### src/rtl/easyaxi_rd_resp_gen.sv
// easyaxi_rd_resp_gen: slave-side AXI read-response generator.
// Pops one queued AR request {id, addr, len} from the request FIFO and plays it
// out as an INCR burst on the R channel.
// RDATA carries the beat byte address, so a master can check every beat.
// Optional feature: define EASYAXI_RD_ADDR_CHK_EN to return SLVERR (with zero
// data) for every beat whose address lies at or beyond MEM_BYTES.
module easyaxi_rd_resp_gen #(
    parameter int ID_WIDTH   = 4,
    parameter int ADDR_WIDTH = 16,
    parameter int LEN_WIDTH  = 8,
    parameter int DATA_WIDTH = 32,
    parameter int MEM_BYTES  = 4096
) (
    input  logic                                      clk,
    input  logic                                      rst,
    input  logic                                      req_empty,
    input  logic [ID_WIDTH+ADDR_WIDTH+LEN_WIDTH-1:0]  req_data,
    output logic                                      req_rd,
    output logic                                      rvalid,
    input  logic                                      rready,
    output logic [ID_WIDTH-1:0]                       rid,
    output logic [DATA_WIDTH-1:0]                     rdata,
    output logic [1:0]                                rresp,
    output logic                                      rlast,
    output logic                                      busy
);

    localparam logic [ADDR_WIDTH-1:0] ADDR_INC = ADDR_WIDTH'(DATA_WIDTH / 8);

    // Elaboration-time sanity check on the configuration.
    if (DATA_WIDTH < 8 || (DATA_WIDTH & (DATA_WIDTH - 1)) != 0 || MEM_BYTES < 1) begin : g_bad_cfg
        $error("easyaxi_rd_resp_gen: illegal DATA_WIDTH or MEM_BYTES");
    end

    typedef enum logic {
        IDLE  = 1'b0,
        BURST = 1'b1
    } state_t;

    state_t                  state_q, state_d;
    logic [ID_WIDTH-1:0]     id_q, id_d;
    logic [ADDR_WIDTH-1:0]   addr_q, addr_d;
    logic [LEN_WIDTH-1:0]    len_q, len_d;
    logic [LEN_WIDTH-1:0]    beat_cnt_q, beat_cnt_d;

    logic [ID_WIDTH-1:0]     head_id;
    logic [ADDR_WIDTH-1:0]   head_addr;
    logic [LEN_WIDTH-1:0]    head_len;
    logic                    last_beat;

    // Split the FIFO head into its {id, addr, len} fields.
    always_comb begin
        head_len  = req_data[LEN_WIDTH-1:0];
        head_addr = req_data[LEN_WIDTH +: ADDR_WIDTH];
        head_id   = req_data[LEN_WIDTH+ADDR_WIDTH +: ID_WIDTH];
    end

    // Next-state logic: pop in IDLE, step address/count on each accepted beat.
    always_comb begin
        state_d    = state_q;
        id_d       = id_q;
        addr_d     = addr_q;
        len_d      = len_q;
        beat_cnt_d = beat_cnt_q;
        req_rd     = 1'b0;
        last_beat  = (beat_cnt_q == len_q);
        case (state_q)
            IDLE: begin
                // rst gates the pop so nothing leaves the FIFO during reset.
                if (!req_empty && !rst) begin
                    req_rd     = 1'b1;
                    id_d       = head_id;
                    addr_d     = head_addr;
                    len_d      = head_len;
                    beat_cnt_d = '0;
                    state_d    = BURST;
                end
            end
            BURST: begin
                if (rready) begin
                    // Counter stops at len, so len = all-ones cannot overflow it.
                    if (last_beat) begin
                        state_d = IDLE;
                    end else begin
                        beat_cnt_d = beat_cnt_q + 1'b1;
                        addr_d     = addr_q + ADDR_INC;
                    end
                end
            end
            default: state_d = IDLE;
        endcase
    end

    // State registers with synchronous active-high reset.
    always_ff @(posedge clk) begin
        if (rst) begin
            state_q    <= IDLE;
            id_q       <= '0;
            addr_q     <= '0;
            len_q      <= '0;
            beat_cnt_q <= '0;
        end else begin
            state_q    <= state_d;
            id_q       <= id_d;
            addr_q     <= addr_d;
            len_q      <= len_d;
            beat_cnt_q <= beat_cnt_d;
        end
    end

    // R-channel outputs decoded purely from registered state.
    always_comb begin
        busy   = (state_q == BURST);
        rvalid = busy;
        rid    = id_q;
        rlast  = busy && (beat_cnt_q == len_q);
`ifdef EASYAXI_RD_ADDR_CHK_EN
        if ({1'b0, addr_q} >= (ADDR_WIDTH + 1)'(MEM_BYTES)) begin
            rresp = 2'b10;
            rdata = '0;
        end else begin
            rresp = 2'b00;
            rdata = DATA_WIDTH'(addr_q);
        end
`else
        rresp = 2'b00;
        rdata = DATA_WIDTH'(addr_q);
`endif
    end

endmodule
### config.mk
export PLATFORM = sky130hd
export DESIGN_NAME = easyaxi_rd_resp_gen
export DESIGN_NICKNAME = d
export VERILOG_FILES = /design/src/rtl/easyaxi_rd_resp_gen.sv
export SDC_FILE = /design/constraint.sdc
export NUM_CORES = 1
export LEC_CHECK = 0
export ABC_CLOCK_PERIOD_IN_PS = 4800
export CAP_MARGIN = 10
export CORE_MARGIN = 4
export CORE_UTILIZATION = 45
export CTS_BUF_LIST = sky130_fd_sc_hd__clkbuf_4 sky130_fd_sc_hd__clkbuf_8
export DETAILED_ROUTE_END_ITERATION = 16
export GPL_TIMING_DRIVEN = 0
export PLACE_DENSITY = 0.79
export SYNTH_ARGS = -nofsm -noshare
export SYNTH_HDL_FRONTEND = slang
export SYNTH_SLANG_ARGS = --single-unit
### constraint.sdc
create_clock -name clk -period 4.8 [get_ports clk]
set_input_delay 1.2 -clock clk [delete_from_list [all_inputs] [get_ports clk]]
set_output_delay 1.2 -clock clk [all_outputs]
set_load 0.02 [all_outputs]
==> metrics.yaml, run 1 <==
grt:
  grt_use_met2: 0.320
  grt_max_degree: 11
  top_usage_layer: "met2"
  grt_pass1_wl_um: 9820
  grt_pass1_vias: 2101
  grt_antenna_before_repair: 0
  grtUsageMet3: 0.0398
  grt_usage: 0.199
  grt_overflow: 0
  use_met1: 0.266
yosys:
  synth_async_sr_flop_share: 0
  yosysWarningCount: 0
  syn_inst: 276
  ys_types: 46
  synthesis.area_um2: 2160
  synth.avg_cell_area_um2: 7.82
  synthFlopType: "dfxtp_1"
  ys_seq_area_frac: 0.343
  ys_seq_elements: 37
  synth_edf_count: 0
critical_path:
  reg2regPathDepth: 7
  reg2reg_from: "beat_cnt_q[3]"
  start_kind: "input port"
  arrival_ps: 3340
  cp.required_ps: 3600
  critPathCaptureType: "output pin"
  reg2reg_to: "beat_cnt_q[4]"
  critPathMaxFanout: 10
  critPathKind: "in2out"
  rrSetupSlack_ps: 2860
placement:
  placement.io_buffers: 55
  gp_congestion: 0.838
  dpl.cell_count: 400
  dp_slack_ps: -31.8
  placed_area_um2: 2840
  dp_hpwl_um: 4330
floorplanning:
  die_area_um2: 5970
  coreArea_um2: 4500
  rows: 24
  start_util: 0.479
  die_h_um: 77.2
  ioPinCount: 74
  die_w_um: 77.2
sta:
  skew_ps: 5.97
  relSlewSlack: 0.628
  fmax_ghz: 0.220
  tightest_slew_ps: 558
  finalWorstPathRequiredPeriod_ps: 4540
  setup_ws_ps: 264
  min_period_over_period: 0.945
  slew_viol_final: 0
  holdWs_ps: 456
  hold_viol_final: 0
  setup_viol_count_final: 0
  rsz0062_at_grt: "false"
worst_hold_path:
  hp-class: "reg2reg"
  hold_start: "rid[0]"
  whs_path_depth: 2
  min_to: "rid[0]"
route:
  routedWlPerCell_um: 14.5
  ant_nets: 0
  post_drt_via_cell_ratio: 5.44
  num_vias: 2219
  drtPass1Iterations: 4
  drc_errors: 0
  routed_wl_um: 5920
  drtIter0Drc: 152
layout:
  drive_above_1_share: 0.115
  stdcell_count: 408
  layout_commonest_cell: "clkdlybuf4s50_1"
  fin_area_um2: 2930
  area_delta_synth_final_pct: 35.8
  fill_cells: 398
  final_util: 0.651
  diodes: 0
  layout.nets: 389
  layout_common_cells: "clkdlybuf4s50_1 (55), nand2_1 (41), dfxtp_1 (37), a21oi_1 (36), buf_4 (21)"
clocking:
  cts_buffers: 5
  hold_buffers: 0
  cts_max_level: 2
  post-cts-setup-buffers: 0
  clk_path_buf_depth: 2
  clk_latency_ps: 290
  cts_sinks: 37
  cts_root_buf: "clkbuf_8"
  clk_pin_slew_ps: 60
  cts_tree: "yes"
pwr:
  p_per_area_nw_per_um2: 271
  vdd_ir_drop_max_mv: 0.179
  p_leak_nw: 1.09
run_status:
  outcome: "completed"
flow_run:
  cap_violations: 0
[where the power goes]
part	internal, W	switching (W)	total, W
Combinational	0.000103	0.000118	0.000222
Clock	0.000120	0.000105	0.000225
Sequential	0.000326	0.0000198	0.000346
[layout make-up]
| type | count | area, um^2 | share of cell area |
|---|---|---|---|
| Clock buffer | 8 | 91.3 | 0.0312 |
| Inverter | 6 | 22.5 | 0.00769 |
| Timing Repair Buffer | 55 | 551 | 0.188 |
| Multi-Input combinational cell | 212 | 1210 | 0.414 |
| Sequential cell | 37 | 741 | 0.253 |
| Buffer | 38 | 246 | 0.0841 |
| Tap cell | 52 | 65.1 | 0.0222 |
[cell families (layout without fill, tap and decap cells)]
kind of cell	count (synthesis)	after routing	synth area share
buffers and inverters	44	107	0.124
adders and majority gates	2	2	0.0116
other	1	18	0.00174
muxes	2	2	0.00928
and+or+nand+nor	103	103	0.243
DFF	37	37	0.343
xor gates and xnor gates	9	9	0.0365
AOI/OAI and AO/OA	78	78	0.231
[per-stage QoR]
step,setup TNS [ps],total power [W]
floorplan,0,0.000485
global placement,-10.0,0.000569
detailed placement,-31.8,0.000572
CTS,0,0.000796
global route,0,0.000830
finish,0,0.000793
[metal layers]
metal / vias to the layer above / share of wire
met2: 102 / 0.47
met4: 0 / 0.011
met3: 6 / 0.088
li1: 1115 / -
met5: - / 0
met1: 996 / 0.43
[sequential cells by signal, indices dropped and copies added (netlist names)]
name        count
len_q           8
beat_cnt_q      8
addr_q         16
busy            1
rid             4
[synthesized netlist by cell type, types with 4 or more instances]
cell,instances,share of area
nand2b_1,6,0.017
inv_1,6,0.010
a31oi_1,5,0.015
o21ai_0,12,0.028
o32ai_1,5,0.020
xnor2_1,9,0.037
or3_1,4,0.012
nor2_1,12,0.021
clkbuf_1,14,0.024
nor3_1,4,0.0093
a211oi_1,4,0.014
or4_1,4,0.014
nand2_1,41,0.071
a21oi_1,36,0.084
dfxtp_1,37,0.34
buf_4,21,0.073
nand3_1,11,0.026
[worst max path at each step]
stage	from	end	slack [ps]	cells after the start
final	rst	req_rd	260	6
after global routing	rst	req_rd	140	6
after CTS	rst	req_rd	110	6
after detailed placement	rst	req_rd	-30	6
after global placement	rst	req_rd	-10	6
after floorplan	rst	req_rd	1420	4
[worst max-delay path, cell delays in order]
cell and delay [ps]:
clkdlybuf4s50_1 560, clkbuf_1 340, clkbuf_2 320, clkbuf_2 290
nor2_1 80, clkdlybuf4s50_1 550
[repair_timing]
item,in CTS,in global routing
setup endpoints to repair,1,1
pin swaps,0,0
resized for setup,1,2
(Power assumes the default switching activity.)
==> run 2: changes to the inputs <==
--- a/config.mk
+++ b/config.mk
@@ -8,11 +8,11 @@
 export ABC_CLOCK_PERIOD_IN_PS = 4800
 export CAP_MARGIN = 10
 export CORE_MARGIN = 4
-export CORE_UTILIZATION = 45
+export CORE_UTILIZATION = 34
 export CTS_BUF_LIST = sky130_fd_sc_hd__clkbuf_4 sky130_fd_sc_hd__clkbuf_8
 export DETAILED_ROUTE_END_ITERATION = 16
 export GPL_TIMING_DRIVEN = 0
-export PLACE_DENSITY = 0.79
+export HOLD_SLACK_MARGIN = 0.02
 export SYNTH_ARGS = -nofsm -noshare
 export SYNTH_HDL_FRONTEND = slang
 export SYNTH_SLANG_ARGS = --single-unit
==> metrics.yaml, run 2 (same netlist as run 1, synthesis figures left out) <==
clocking:
  cts_root_buf: "clkbuf_8"  # unchanged
  clk_pin_slew_ps: 70  # was 60 ps
  clk_path_buf_depth: 2  # unchanged
  cts_sinks: 37  # unchanged
  cts_tree: "yes"  # unchanged
  hold_buffers: 0  # unchanged
  cts_buffers: 5  # unchanged
  post-cts-setup-buffers: 0  # unchanged
  cts_max_level: 2  # unchanged
  ctsResizeCount: 1  # unchanged
  clk_latency_ps: 290  # about the same
layout:
  fill_cells: 675  # was 398
  regMostFlops: "addr_q"  # unchanged
  multi_input_area_um2: 1210  # unchanged
  layout_common_cells: "clkdlybuf4s50_1 (55), nand2_1 (41), dfxtp_1 (37), a21oi_1 (36), buf_4 (21)"  # unchanged
  layout_commonest_cell: "clkdlybuf4s50_1"  # unchanged
  layout.nets: 389  # unchanged
  fin_area_um2: 2960  # was 2930 um^2
  largest_register_ffs: 16  # unchanged
  area_delta_synth_final_pct: 37.1  # was 35.8%
  diodes: 0  # unchanged
  final_util: 0.491  # was 0.651
  largest_registers: "addr_q (16), beat_cnt_q (8), len_q (8)"  # unchanged
  drive_above_1_share: 0.113  # was 0.115
  seq_area_um2: 741  # unchanged
placement:
  placed_area_um2: 2870  # was 2840 um^2
  gp_congestion: 0.817  # was 0.838
  dp_hpwl_um: 4630  # was 4330 um
  placement.io_buffers: 55  # unchanged
floorplanning:
  start_util: 0.358  # was 0.479
  die_h_um: 87.7  # was 77.2 um
  coreArea_um2: 6030  # was 4500 um^2
  die_w_um: 87.7  # was 77.2 um
  ioPinCount: 74  # unchanged
  die_area_um2: 7680  # was 5970 um^2
  rows: 28  # was 24
critical_path:
  critPathKind: "in2out"  # unchanged
  cp_cell_sequence: "clkdlybuf4s50_1, clkbuf_1, clkbuf_2, clkbuf_2, nor2_1, clkdlybuf4s50_1"  # unchanged
  slowest_delay_ps: 590  # was 560 ps
  worst-path-buf-inv: 5  # unchanged
  crit_slowest_cell: "clkdlybuf4s50_1"  # unchanged
  arrival_ps: 3410  # was 3340 ps
  cp_top_family: "buffers and inverters"  # unchanged
  critPathCaptureType: "output pin"  # unchanged
  start_kind: "input port"  # unchanged
  cp.required_ps: 3600  # about the same
  critPathMaxFanout: 10  # unchanged
sta:
  skew_ps: 8.90  # was 5.97 ps
  setup_viol_count_final: 0  # unchanged
  min_period_over_period: 0.960  # was 0.945
  hold_viol_final: 0  # unchanged
  tightest_slew_ps: 577  # was 558 ps
  slew_viol_final: 0  # unchanged
  holdWs_ps: 459  # was 456 ps
  fmax_ghz: 0.217  # was 0.220 GHz
  finalWorstPathRequiredPeriod_ps: 4610  # was 4540 ps
  setup-tns-final_ps: 0  # unchanged
  rsz0062_at_grt: "false"  # unchanged
  relSlewSlack: 0.615  # was 0.628
grt:
  grt_pass1_vias: 1976  # was 2101
  grt_max_degree: 11  # unchanged
  grt_overflow: 0  # unchanged
  grt_usage: 0.165  # was 0.199
  grt_antenna_before_repair: 0  # unchanged
  grt_pass1_wl_um: 9930  # was 9820 um
pwr:
  p_per_area_nw_per_um2: 271  # about the same
  power_w: 0.000801  # was 0.000793 W
  p_leak_nw: 1.09  # about the same
  vdd_ir_drop_max_mv: 0.123  # was 0.179 mV
worst_hold_path:
  hp-class: "reg2reg"  # unchanged
route:
  drc_errors: 0  # unchanged
  routed_wl_um: 6250  # was 5920 um
  drtIter0Drc: 88  # was 152
  drtPass1Iterations: 4  # unchanged
  ant_nets: 0  # unchanged
  routedWlPerCell_um: 14.5  # about the same
  post_drt_via_cell_ratio: 5.01  # was 5.44
  num_vias: 2156  # was 2219
flow_run:
  cap_violations: 0  # unchanged
run_status:
  outcome: "completed"  # unchanged
-- run 2: metal layers --
layer,up-vias,part of all wire,track usage
met1,977,0.47,0.231
met2,65,0.47,0.257
met3,7,0.055,0.0282
met4,0,0.012,0.0530
li1,1107,-,-
met5,-,0,0
-- run 2: layout make-up --
cell class                 instances  share of cell area
sequential                        37               0.250
timing repair buffer              55               0.186
buffer                            38              0.0833
multi-input combinational        212               0.410
inverter                           6             0.00761
clock buffer                       7              0.0305
tap                               75              0.0317
-- run 2: path summary, 6_finish.rpt --
kind	startpoint	to	slack, ps	cells after the start
worst max-delay path	rst	req_rd	190	6
worst min-delay path	rid[0]	rid[0]	460	2
worst max register to register	beat_cnt_q[3]	beat_cnt_q[4]	2870	7
worst min register to register	rid[0]	rid[0]	460	2
-- run 2: power breakdown --
part | switching [W] | total [W] | internal [W]
clock | 0.000113 | 0.000233 | 0.000120
sequential | 0.0000203 | 0.000346 | 0.000326
combinational | 0.000118 | 0.000222 | 0.000103
total | 0.000251 | 0.000801 | 0.000549
-- run 2: metrics by stage --
step                      setup slack, ps  cells
after floorplan                      1420    293
after global placement               -111    423
after detailed placement            -82.7    423
after CTS                            52.6    430
after global routing                 65.0    430
final                                 192    430
-- run 2: tightest hold or removal path, delay by kind of cell, from the launching register on --
kind,cells,cell delay (ps)
flip-flops,1,310
AND/OR/NAND/NOR,1,50
AO/OA/AOI/OAI,1,50
==> run 3: changes to the inputs <==
--- a/config.mk
+++ b/config.mk
@@ -8,11 +8,12 @@
 export ABC_CLOCK_PERIOD_IN_PS = 4800
 export CAP_MARGIN = 10
 export CORE_MARGIN = 4
-export CORE_UTILIZATION = 34
+export CORE_UTILIZATION = 51
 export CTS_BUF_LIST = sky130_fd_sc_hd__clkbuf_4 sky130_fd_sc_hd__clkbuf_8
 export DETAILED_ROUTE_END_ITERATION = 16
 export GPL_TIMING_DRIVEN = 0
 export HOLD_SLACK_MARGIN = 0.02
+export PLACE_DENSITY = 0.89
 export SYNTH_ARGS = -nofsm -noshare
 export SYNTH_HDL_FRONTEND = slang
 export SYNTH_SLANG_ARGS = --single-unit
==> metrics.yaml, run 3 (same netlist as run 1, synthesis figures left out) <==
clocking:
  cts_root_buf: "clkbuf_8"  # unchanged
  cts_tree: "yes"  # unchanged
  clk_path_buf_depth: 2  # unchanged
  cts_buffers: 5  # unchanged
  clk_latency_ps: 290  # about the same
  cts_sinks: 37  # unchanged
  clk_pin_slew_ps: 70  # about the same
  cts_max_level: 2  # unchanged
  hold_buffers: 0  # unchanged
route:
  drtPass1Iterations: 5  # was 4
  drtIter0Drc: 220  # was 88
  routedWlPerCell_um: 14.7  # was 14.5 um
  routed_wl_um: 5960  # was 6250 um
  ant_nets: 0  # unchanged
  post_drt_via_cell_ratio: 5.58  # was 5.01
  drc_errors: 0  # unchanged
  num_vias: 2259  # was 2156
pwr:
  pwr-share-comb: 0.267  # was 0.277
  p_sw_w: 0.000253  # was 0.000251 W
  p_leak_nw: 1.10  # was 1.09 nW
  power_w: 0.000834  # was 0.000801 W
  p_int_w: 0.000581  # was 0.000549 W
  p_per_area_nw_per_um2: 284  # was 271 nW/um^2
  sw_frac_of_total: 0.304  # was 0.314
  pwr-share-clk: 0.317  # was 0.290
  vdd_ir_drop_max_mv: 0.176  # was 0.123 mV
  seqPwrFrac: 0.416  # was 0.433
floorplanning:
  die_h_um: 73.0  # was 87.7 um
  die_w_um: 73.0  # was 87.7 um
  die_area_um2: 5330  # was 7680 um^2
  coreArea_um2: 4060  # was 6030 um^2
  ioPinCount: 74  # unchanged
  start_util: 0.532  # was 0.358
  rows: 23  # was 28
layout:
  layout.nets: 389  # unchanged
  largest_register_ffs: 16  # unchanged
  regMostFlops: "addr_q"  # unchanged
  stdcell_count: 405  # was 430
  diodes: 0  # unchanged
  layout_commonest_cell: "clkdlybuf4s50_1"  # unchanged
  largest_registers: "addr_q (16), beat_cnt_q (8), len_q (8)"  # unchanged
  area_delta_synth_final_pct: 36.3  # was 37.1%
  layout_common_cells: "clkdlybuf4s50_1 (55), nand2_1 (41), dfxtp_1 (37), a21oi_1 (36), buf_4 (21)"  # unchanged
  drive_above_1_share: 0.113  # unchanged
  fin_area_um2: 2940  # was 2960 um^2
worst_hold_path:
  hp-class: "reg2reg"  # unchanged
placement:
  placed_area_um2: 2830  # was 2870 um^2
  dp_hpwl_um: 4320  # was 4630 um
  gp_congestion: 0.968  # was 0.817
  placement.io_buffers: 55  # unchanged
  dpl.cell_count: 398  # was 423
critical_path:
  critPathKind: "in2out"  # unchanged
  cp.required_ps: 3600  # about the same
  critPathMaxFanout: 10  # unchanged
  critPathCaptureType: "output pin"  # unchanged
  arrival_ps: 3350  # was 3410 ps
  start_kind: "input port"  # unchanged
sta:
  min_period_over_period: 0.949  # was 0.960
  rsz0062_at_grt: "false"  # unchanged
  slew_viol_final: 0  # unchanged
  fmax_ghz: 0.220  # was 0.217 GHz
  setup_viol_count_final: 0  # unchanged
  tightest_slew_ps: 554  # was 577 ps
  skew_ps: 6.83  # was 8.90 ps
  finalWorstPathRequiredPeriod_ps: 4550  # was 4610 ps
  relSlewSlack: 0.631  # was 0.615
  hold_viol_final: 0  # unchanged
  holdWs_ps: 456  # was 459 ps
flow_run:
  cap_violations: 0  # unchanged
grt:
  grt_antenna_before_repair: 0  # unchanged
  grt_pass1_wl_um: 9610  # was 9930 um
  grt_pass1_vias: 2138  # was 1976
  grt_max_degree: 12  # was 11
  grt_overflow: 0  # unchanged
  grt_usage: 0.226  # was 0.165
run_status:
  outcome: "completed"  # unchanged
==> run 3: cell types whose count changed in the layout (fill, tap and decap cells not counted) <==
cell | before | now
bufinv_16 | 0 | 1
clkbuf_4 | 1 | 0
clkbuf_8 | 6 | 5
clkinv_2 | 0 | 1
==> run 3: final timing paths <==
path	from	endpoint	slack, ps	cells past startpoint
setup / recovery	rst	req_rd	250	6
hold / removal	rid[1]	rid[1]	460	2
setup reg to reg	beat_cnt_q[0]	beat_cnt_q[4]	2800	7
hold reg to reg	rid[1]	rid[1]	460	2
==> run 3: metrics by stage <==
stage | utilization | setup WS (ps) | setup TNS, ps
detailed placement | 0.698 | -21.8 | -21.8
global placement | 0.698 | -14.2 | -14.2
global route | 0.725 | 112 | 0
floorplan | - | 1420 | 0
CTS | 0.724 | 136 | 0
finish | 0.725 | 247 | 0
==> run 3: worst max-delay path, stage by stage <==
cell and delay, ps:
clkdlybuf4s50_1 560, clkbuf_1 350, clkbuf_2 310, clkbuf_2 300, nor2_1 80, clkdlybuf4s50_1 540
==> run 3: power groups by stage <==
stage	Sequential [W]	Clock (W)	Combinational [W]
4_1_cts	0.000346	0.000266	0.000220
3_3_place_gp	0.000352	0	0.000215
5_1_grt	0.000349	0.000279	0.000239
2_1_floorplan	0.000366	0	0.000119
6_report	0.000347	0.000265	0.000223
3_5_place_dp	0.000353	0	0.000219
==> run 3: area by class of cell <==
cell class / instances / area, um^2
Buffer: 38 / 246
Clock buffer: 5 / 68.8
Clock inverter: 2 / 35.0
Fill cell: 319 / 1120
Inverter: 6 / 22.5
Multi-Input combinational cell: 212 / 1210
Sequential cell: 37 / 741
Tap cell: 50 / 62.6
Timing Repair Buffer: 55 / 551
==> run 3: metal layers <==
metal  vias up  GRT usage  part of all wire
li1       1108          -                 -
met1      1031      0.293              0.42
met2       110      0.373              0.48
met3        10     0.0372             0.077
met4         0     0.0861             0.016
met5         -          0                 0
==> run 3: what timing repair did <==
action	CTS	global route
gates cloned	0	0
setup buffers	0	0
resized for setup	1	2
endpoints found under the setup margin	1	1
